--- src/rtl/wb_sdram_arbiter.sv ---
// Two-master Wishbone B3 arbiter in front of the SDRAM controller port.
// m0 = CPU instruction bus, m1 = CPU data bus. Round-robin grant that is
// held for the whole cyc. A watchdog aborts slave cycles that stall too
// long and reports the abort to the owner as err.
module wb_sdram_arbiter #(
  parameter int AW             = 32,
  parameter int DW             = 32,
  parameter int TIMEOUT_CYCLES = 1024,
  parameter int TO_W           = 11
) (
  input  logic            wb_clk,
  input  logic            wb_rst_n,
  input  logic [AW-1:0]   m0_adr_i,
  input  logic [DW-1:0]   m0_dat_i,
  input  logic [DW/8-1:0] m0_sel_i,
  input  logic            m0_we_i,
  input  logic            m0_cyc_i,
  input  logic            m0_stb_i,
  input  logic [2:0]      m0_cti_i,
  input  logic [1:0]      m0_bte_i,
  output logic [DW-1:0]   m0_dat_o,
  output logic            m0_ack_o,
  output logic            m0_err_o,
  input  logic [AW-1:0]   m1_adr_i,
  input  logic [DW-1:0]   m1_dat_i,
  input  logic [DW/8-1:0] m1_sel_i,
  input  logic            m1_we_i,
  input  logic            m1_cyc_i,
  input  logic            m1_stb_i,
  input  logic [2:0]      m1_cti_i,
  input  logic [1:0]      m1_bte_i,
  output logic [DW-1:0]   m1_dat_o,
  output logic            m1_ack_o,
  output logic            m1_err_o,
  output logic [AW-1:0]   s_adr_o,
  output logic [DW-1:0]   s_dat_o,
  output logic [DW/8-1:0] s_sel_o,
  output logic            s_we_o,
  output logic            s_cyc_o,
  output logic            s_stb_o,
  output logic [2:0]      s_cti_o,
  output logic [1:0]      s_bte_o,
  input  logic [DW-1:0]   s_dat_i,
  input  logic            s_ack_i,
  input  logic            s_err_i,
  output logic [1:0]      grant_o,
  output logic            timeout_o
);

  localparam logic [1:0] IDLE = 2'd0;
  localparam logic [1:0] OWN0 = 2'd1;
  localparam logic [1:0] OWN1 = 2'd2;

  logic [1:0]      state_reg, state_next;
  logic            last_reg, last_next;
  logic [TO_W-1:0] wd_cnt_reg, wd_cnt_next;
  logic            abort_reg, abort_next;
  logic            abort_own_reg, abort_own_next;

  // Masters gathered into arrays so the response path is one generate loop
  logic [AW-1:0]   m_adr [2];
  logic [DW-1:0]   m_dat [2];
  logic [DW/8-1:0] m_sel [2];
  logic [2:0]      m_cti [2];
  logic [1:0]      m_bte [2];
  logic [1:0]      m_we, m_cyc, m_stb, m_ack, m_err, req, own;
  logic            owner, stalled, trip;

  assign m_adr[0] = m0_adr_i;  assign m_adr[1] = m1_adr_i;
  assign m_dat[0] = m0_dat_i;  assign m_dat[1] = m1_dat_i;
  assign m_sel[0] = m0_sel_i;  assign m_sel[1] = m1_sel_i;
  assign m_cti[0] = m0_cti_i;  assign m_cti[1] = m1_cti_i;
  assign m_bte[0] = m0_bte_i;  assign m_bte[1] = m1_bte_i;
  assign m_we     = {m1_we_i, m0_we_i};
  assign m_cyc    = {m1_cyc_i, m0_cyc_i};
  assign m_stb    = {m1_stb_i, m0_stb_i};
  assign req      = m_cyc & m_stb;

  // One-hot ownership straight from the state register; the illegal
  // encoding owns nothing and falls back to IDLE
  assign own     = {state_reg == OWN1, state_reg == OWN0};
  assign owner   = (state_reg == OWN1);
  assign grant_o = own;

  // Abort is reported in the cycle after the trip, when the state is
  // already IDLE, so the slave is disconnected and any late ack is dropped
  assign timeout_o = abort_reg;

  genvar gi;
  generate
    for (gi = 0; gi < 2; gi++) begin : g_resp
      assign m_ack[gi] = own[gi] & s_ack_i;
      assign m_err[gi] = (own[gi] & s_err_i) | (abort_reg & (abort_own_reg == 1'(gi)));
    end
  endgenerate

  assign m0_ack_o = m_ack[0];
  assign m1_ack_o = m_ack[1];
  assign m0_err_o = m_err[0];
  assign m1_err_o = m_err[1];
  assign m0_dat_o = s_dat_i;
  assign m1_dat_o = s_dat_i;

  // Route the owner's request to the slave; everything reads 0 when idle
  always_comb begin
    s_adr_o = '0;
    s_dat_o = '0;
    s_sel_o = '0;
    s_we_o  = 1'b0;
    s_cyc_o = 1'b0;
    s_stb_o = 1'b0;
    s_cti_o = '0;
    s_bte_o = '0;
    if (|own) begin
      s_adr_o = m_adr[owner];
      s_dat_o = m_dat[owner];
      s_sel_o = m_sel[owner];
      s_we_o  = m_we[owner];
      s_cyc_o = m_cyc[owner];
      s_stb_o = m_stb[owner];
      s_cti_o = m_cti[owner];
      s_bte_o = m_bte[owner];
    end
  end

  assign stalled = (TIMEOUT_CYCLES != 0) && (|own) && s_cyc_o && s_stb_o && !s_ack_i && !s_err_i;
  assign trip    = stalled && (wd_cnt_reg == TO_W'(TIMEOUT_CYCLES - 1));

  // Arbitration, burst lock and watchdog next-state logic
  always_comb begin
    state_next     = state_reg;
    last_next      = last_reg;
    abort_next     = 1'b0;
    abort_own_next = abort_own_reg;
    case (state_reg)
      IDLE: begin
        if (req[0] && (!req[1] || last_reg)) begin
          state_next = OWN0;
          last_next  = 1'b0;
        end else if (req[1]) begin
          state_next = OWN1;
          last_next  = 1'b1;
        end
      end
      OWN0, OWN1: begin
        if (!m_cyc[owner]) begin
          state_next = IDLE;
        end else if (trip) begin
          state_next     = IDLE;
          abort_next     = 1'b1;
          abort_own_next = owner;
        end
      end
      default: state_next = IDLE;
    endcase
    if (!stalled || (state_next == IDLE)) begin
      wd_cnt_next = '0;
    end else begin
      wd_cnt_next = wd_cnt_reg + 1'b1;
    end
  end

  // State registers with synchronous active-low reset
  always_ff @(posedge wb_clk) begin
    if (!wb_rst_n) begin
      state_reg     <= IDLE;
      last_reg      <= 1'b1;
      wd_cnt_reg    <= '0;
      abort_reg     <= 1'b0;
      abort_own_reg <= 1'b0;
    end else begin
      state_reg     <= state_next;
      last_reg      <= last_next;
      wd_cnt_reg    <= wd_cnt_next;
      abort_reg     <= abort_next;
      abort_own_reg <= abort_own_next;
    end
  end

endmodule

--- config.mk ---
export PLATFORM = sky130hd
export DESIGN_NAME = wb_sdram_arbiter
export DESIGN_NICKNAME = d
export VERILOG_FILES = /design/src/rtl/wb_sdram_arbiter.sv
export SDC_FILE = /design/constraint.sdc
export NUM_CORES = 1
export LEC_CHECK = 0
export BUFFER_PORTS_ARGS = -buffer_cell sky130_fd_sc_hd__buf_2
export CAP_MARGIN = 30
export CELL_PAD_IN_SITES_DETAIL_PLACEMENT = 0
export CELL_PAD_IN_SITES_GLOBAL_PLACEMENT = 1
export CORE_AREA = 2 2 129 131
export CTS_CLUSTER_DIAMETER = 40
export CTS_CLUSTER_SIZE = 10
export DETAILED_ROUTE_END_ITERATION = 7
export DIE_AREA = 0 0 131 133
export GPL_ROUTABILITY_DRIVEN = 0
export GPL_TIMING_DRIVEN = 0
export HOLD_SLACK_MARGIN = 0.05
export PLACE_DENSITY = 0.73
export SLEW_MARGIN = 20
export SYNTH_ARGS = -nofsm -noshare
export SYNTH_HDL_FRONTEND = slang
export SYNTH_SLANG_ARGS = --single-unit
--- constraint.sdc ---
create_clock -name wb_clk -period 1.7 [get_ports wb_clk]
set_input_delay 0.17 -clock wb_clk [delete_from_list [all_inputs] [get_ports wb_clk]]
set_output_delay 0.17 -clock wb_clk [all_outputs]
set_load 0.01 [all_outputs]
==> results of run 1 <==
path summary, 6_finish.rpt:
check                             from                         end  slack [ns]  cells past startpoint
max            state_reg[0]$_SDFF_PN0_                 s_dat_o[31]       -0.15                      7
min                           wb_rst_n       last_reg$_SDFFE_PN1P_        0.20                      2
max reg2reg    state_reg[0]$_SDFF_PN0_  abort_own_reg$_SDFFE_PN0P_       -0.07                      8
min reg2reg  wd_cnt_reg[10]$_SDFF_PP0_   wd_cnt_reg[10]$_SDFF_PP0_        0.47                      2
stage by stage:
stage               instances  hold WS [ns]
floorplan                 329        0.2462
detailed placement        851        0.4371
CTS                       865        0.1882
finish                    874        0.1958
global route              874        0.1876
global placement          851        0.4223
power groups by stage:
stage,clock [uW],combinational [uW],sequential (uW)
floorplan,0,793,396
global placement,0,1370,398
detailed placement,0,1370,398
CTS,515,1610,390
global route,537,1860,391
finish,506,1710,391
synth_stat cells (4+ instances only):
cell type / n
ha_1: 5
xor2_1: 4
nand2_1: 9
nor3_1: 13
nand3_1: 5
dfxtp_1: 16
buf_4: 71
buf_2: 5
inv_1: 7
nor2b_1: 75
mux2i_1: 75
clkbuf_1: 8
layer usage:
metal	vias up	share of wire (%)	track usage, %
met5	-	0	0
met4	0	0.51	1.182
met2	199	50	19.49
met1	1468	42	14.36
li1	1700	-	-
met3	6	8.0	1.617
kinds of logic after synthesis:
family | count (synthesis)
DFF | 16
AOI/OAI and AO/OA | 17
buffers and inverters | 91
muxes | 76
and+or+nand+nor | 117
xor gates and xnor gates | 7
adders and majority gates | 5
cell type report:
type                            count  share of cell area [%]
Timing Repair Buffer              321                   34.42
Tap cell                          220                   5.194
Clock buffer                        4                   1.676
Multi-Input combinational cell    222                   37.20
Sequential cell                    16                   6.185
Buffer                             84                   14.78
Inverter                            7                  0.5430
repair_timing:
item	CTS	global route
gates resized for setup	70	39
buffers inserted	7	4
setup endpoints to repair	92	92
hold buffers	0	0
pin swaps	1	3
gates cloned	3	5
==> reports/qor.txt, run 1 <==
DR vias: 3,373
Crit Path Class: register to primary output
CP startpoint kind: register
post-route ant nets: 0
Reg power frac: 15.0%
RSZ-0062 raised after global routing: yes
Top Ports: 335
main combinational cell family by area after synthesis: multiplexers
Cell Chain, Critical Path: inv_4 -> ha_4 -> buf_12 -> bufbuf_16 -> mux2i_2 -> nor2b_1 -> buf_2
wire per inst: 12.69 um
total track usage: 10.97%
Synth Area in Simple Gates: 27.17%
cts bufs inserted: 3
Lkg Pwr: 0.002650 uW
xor-xnor portion of the synthesized cell area: 2.292%
Cell Pwr Density: 492.6 mW/mm^2
commonest non-fill, non-tap cell in the layout: buf_2
critical path data required time: 1.53 ns
Yosys top cell by area: mux2i_1
CP Capture Type: primary output
final worst slack: -0.1523 ns
Synth Area in Compound Gates: 4.630%
initial DRC count: 50
max-cap violation count: 0
Logic pwr share: 65.7%
CTS HTree Levels: 1
power share of the clock group: 19.4%
total negative slack: -6.383 ns
slew at the pin closest to its max-slew limit: 0.3732 ns
row count: 47
sequential share of the synthesized area: 11.97%
fin nets: 848
clock sink total: 16
worst skew pair latency: 0.25 ns
synthesized area: 0.002675 mm^2
Slew Limit Fails: 0
fmax: 539.9 MHz
sw frac: 34.22%
1st-pass router iterations: 4
Post-synth top flop: dfxtp_1
clk slew on worst S/H paths: 0.05 ns
PortBufs: 302
initial antenna violation count: 0
Final HPWL DP: 8978 um
dpl cell area: 0.004462 mm^2
deepest clock path buffer count: 2
Unique masters post-synth: 36
Seq. cell area: 327.8 um^2
post-layout util: 32.77%
Post-Synthesis Cells: 329
CP peak stage delay: 0.35 ns
area of the multi-input gates: 0.001972 mm^2
Largest register FFs: 11
Via density: 3.859
Die Area: 0.01742 mm^2
Synth warnings: 0
Int Power: 1717 uW
Worst path slowest cell: dfxtp_4
WL final: 11,090 um
crit path DAT: 1.68 ns
area share of the largest cell type after synthesis: 28.06%
post-synthesis mux area share: 28.62%
NetSw: 893.5 uW
CP bufs+invs: 4
Min Clock Period, post-route: 1.852 ns
run status: finished, violations left
max_slew headroom: 74.93%
die height: 133 um
Place WS: -0.7349 ns
final instance area: 0.005300 mm^2
final period utilization: 109.0%
final hold violation count: 0
# fillers: 1,734
EDFF count, synth: 0
Setup-failing EPs final: 81
die width: 131 um
layout cells sized above 1: 69.27%
largest net degree at the start of global routing: 11
drt drc: 0
vias in the first global route: 3,018
failing checks: setup timing
most frequent cells in the layout: 299 x buf_2, 77 x buf_4, 68 x nor2b_1
HP Class: input pin to register
global-route wire length before repair: 15,230 um
total grt overflow: 0
ys async rst share: 0%
CP top delay family: buffers and inverters
FF+latch count, synth: 16
synth top area cells: mux2i_1 28%, buf_4 20%, nor2b_1 18%
Crit Path Max Fanout: 9
Area Overhead vs Synth: 98.13%
Clock Skew: 0.006613 ns
core area: 0.01617 mm^2
total power: 2611 uW
worst vdd ir: 333.9 uV
syn nets: 522
CTS tree: yes
Synth Area per Inst: 8.131 um^2
root buffer selected by CTS: clkbuf_16
Antenna Cells: 0
adder-cell share of the synthesized area: 2.339%
Initial Utilization: 16.54%
(Power assumes the default switching activity.)
==> inputs of run 2 (changes only) <==
Settings changed: PLACE_DENSITY 0.73 to not set, PLACE_DENSITY_LB_ADDON set to 0.1.
==> run 2 against run 1 <==
Effect of this change:
- core utilization about the same
- die area did not move
- via count up 1.3%
- first-iteration DRC count is 18% higher
- global-route usage grew 2.6 points
- critical endpoint is now s_sel_o[2]
- largest cell class unchanged
- fmax grew 2.4%
- the run still ends with setup timing left
- non-clock buffer count is 6 higher
- sequential power about the same
- critical path type unchanged
- cell count is 0.57% higher
- routed wire length is 21% higher
==> reports/qor.txt, run 2 (synthesis results as in run 1) <==
PortBufs: 302 (unchanged)
Worst Hold End: last_reg$_SDFFE_PN1P_ (unchanged)
fmax: 552.9 MHz (was 539.9 MHz)
CTS HTree Levels: 1 (unchanged)
cts bufs inserted: 3 (unchanged)
worst vdd ir: 352.1 uV (was 333.9 uV)
core area: 0.01617 mm^2 (unchanged)
failing checks: setup timing (unchanged)
Crit Path Class: register to primary output (unchanged)
most frequent cells in the layout: 298 x buf_2, 78 x buf_4, 71 x mux2i_1, 71 x nor2b_1, 13 x dfxtp_1 (was 299 x buf_2, 77 x buf_4, 68 x nor2b_1)
Slew Limit Fails: 0 (unchanged)
Initial Utilization: 16.54% (unchanged)
hold path start: wb_rst_n (unchanged)
die width: 131 um (unchanged)
largest net degree at the start of global routing: 11 (unchanged)
Top Ports: 335 (unchanged)
worst skew pair latency: 0.25 ns (about the same)
Cell Pwr Density: 494.6 mW/mm^2 (was 492.6 mW/mm^2)
initial antenna violation count: 0 (unchanged)
DR vias: 3,418 (was 3,373)
die height: 133 um (unchanged)
final period utilization: 106.4% (was 109.0%)
Crit Path Max Fanout: 8 (was 9)
WL final: 13,460 um (was 11,090 um)
commonest non-fill, non-tap cell in the layout: buf_2 (unchanged)
hold path cells: 2 (unchanged)
crit path DAT: 1.64 ns (was 1.68 ns)
RSZ-0062 raised after global routing: yes (unchanged)
Setup-failing EPs final: 72 (was 81)
1st-pass router iterations: 4 (unchanged)
Seq. cell area: 329.1 um^2 (was 327.8 um^2)
run status: finished, violations left (unchanged)
Area Overhead vs Synth: 98.22% (was 98.13%)
Clock Skew: 0.002519 ns (was 0.006613 ns)
CP Capture Type: primary output (unchanged)
post-layout util: 32.79% (was 32.77%)
final worst slack: -0.1086 ns (was -0.1523 ns)
root buffer selected by CTS: clkbuf_16 (unchanged)
layout cells sized above 1: 68.59% (was 69.27%)
Via density: 3.889 (was 3.859)
post-route ant nets: 0 (unchanged)
Antenna Cells: 0 (unchanged)
row count: 47 (unchanged)
Worst R2R Setup Slack: -0.07 ns (about the same)
slew at the pin closest to its max-slew limit: 0.3426 ns (was 0.3732 ns)
CTS tree: yes (unchanged)
clk slew on worst S/H paths: 0.05 ns (about the same)
critical path data required time: 1.53 ns (about the same)
total grt overflow: 0 (unchanged)
drt drc: 0 (unchanged)
Reg-to-Reg Start: state_reg[0]$_SDFF_PN0_ (unchanged)
hold slack: 0.1833 ns (was 0.1958 ns)
HP Class: input pin to register (unchanged)
final hold violation count: 0 (unchanged)
vias in the first global route: 3,251 (was 3,018)
wire per inst: 15.31 um (was 12.69 um)
clock sink total: 16 (unchanged)
end of the worst register-to-register path: abort_own_reg$_SDFFE_PN0P_ (unchanged)
Die Area: 0.01742 mm^2 (unchanged)
global-route wire length before repair: 18,140 um (was 15,230 um)
Reg2Reg Depth: 8 (unchanged)
Min Clock Period, post-route: 1.809 ns (was 1.852 ns)
deepest clock path buffer count: 2 (unchanged)
total track usage: 13.55% (was 10.97%)
Lkg Pwr: 0.002678 uW (was 0.002650 uW)
area of the multi-input gates: 0.001917 mm^2 (was 0.001972 mm^2)
Largest register FFs: 11 (unchanged)
max-cap violation count: 0 (unchanged)
initial DRC count: 59 (was 50)
fin nets: 854 (was 848)
CP startpoint kind: register (unchanged)
max_slew headroom: 77.08% (was 74.93%)
Final HPWL DP: 11,180 um (was 8978 um)
# fillers: 1,735 (was 1,734)
run 2: final cells by class:
| cell class | count | share of cell area (%) |
|---|---|---|
| tap | 220 | 5.191 |
| clock buffer | 3 | 1.416 |
| inverter | 7 | 0.6371 |
| buffer | 84 | 14.89 |
| timing repair buffer | 327 | 35.51 |
| sequential | 16 | 6.206 |
| multi-input combinational | 222 | 36.15 |
run 2: critical path, stage by stage, from the launching register on:
cell and delay, ns:
dfxtp_4 0.36, inv_6 0.04, ha_4 0.16, buf_12 0.14
buf_12 0.14, buf_12 0.13, mux2i_2 0.15, nor2b_2 0.12
buf_2 0.14
run 2: worst max path at each step:
stage	from	to	slack [ns]	depth (start not counted)
floorplan	state_reg[0]$_SDFF_PN0_	s_adr_o[19]	0.01	5
global placement	state_reg[0]$_SDFF_PN0_	s_stb_o	-0.64	6
detailed placement	state_reg[1]$_SDFF_PN0_	s_sel_o[2]	-0.71	6
CTS	state_reg[0]$_SDFF_PN0_	s_sel_o[2]	-0.13	8
global route	state_reg[0]$_SDFF_PN0_	wd_cnt_reg[9]$_SDFF_PP0_	-0.18	8
finish	state_reg[0]$_SDFF_PN0_	s_sel_o[2]	-0.11	8
run 2: through the flow:
stage          std cells  worst slack (ns)  total power, uW  setup TNS (ns)  cell area, um^2
2_1_floorplan        329           0.01461             1188               0             2675
3_3_place_gp         851           -0.6418             1782          -30.69             4462
3_5_place_dp         851           -0.7082             1786          -32.93             4462
4_1_cts              871           -0.1259             2552          -5.257             4990
5_1_grt              879           -0.1802             2798          -10.88             5303
6_report             879           -0.1086             2623          -3.229             5303
run 2: repair_timing:
action | 4_1_cts | 5_1_grt
setup endpoints to repair | 92 | 93
cloned | 7 | 4
hold buffers | 0 | 0
gates resized for setup | 68 | 42
pin swaps | 3 | 5
setup buffers | 10 | 4
run 2: metal layers:
metal	part of all wire (%)	vias up	global-route usage [%]
met5	0	-	0
met4	1.2	0	2.069
met3	8.6	8	2.790
met2	53	197	26.48
met1	38	1503	14.94
li1	-	1710	-
run 2: power breakdown:
part	switching [uW]	total (uW)	internal, uW
clock	144	453	309
combinational	762	1780	1020
sequential	8.91	392	383
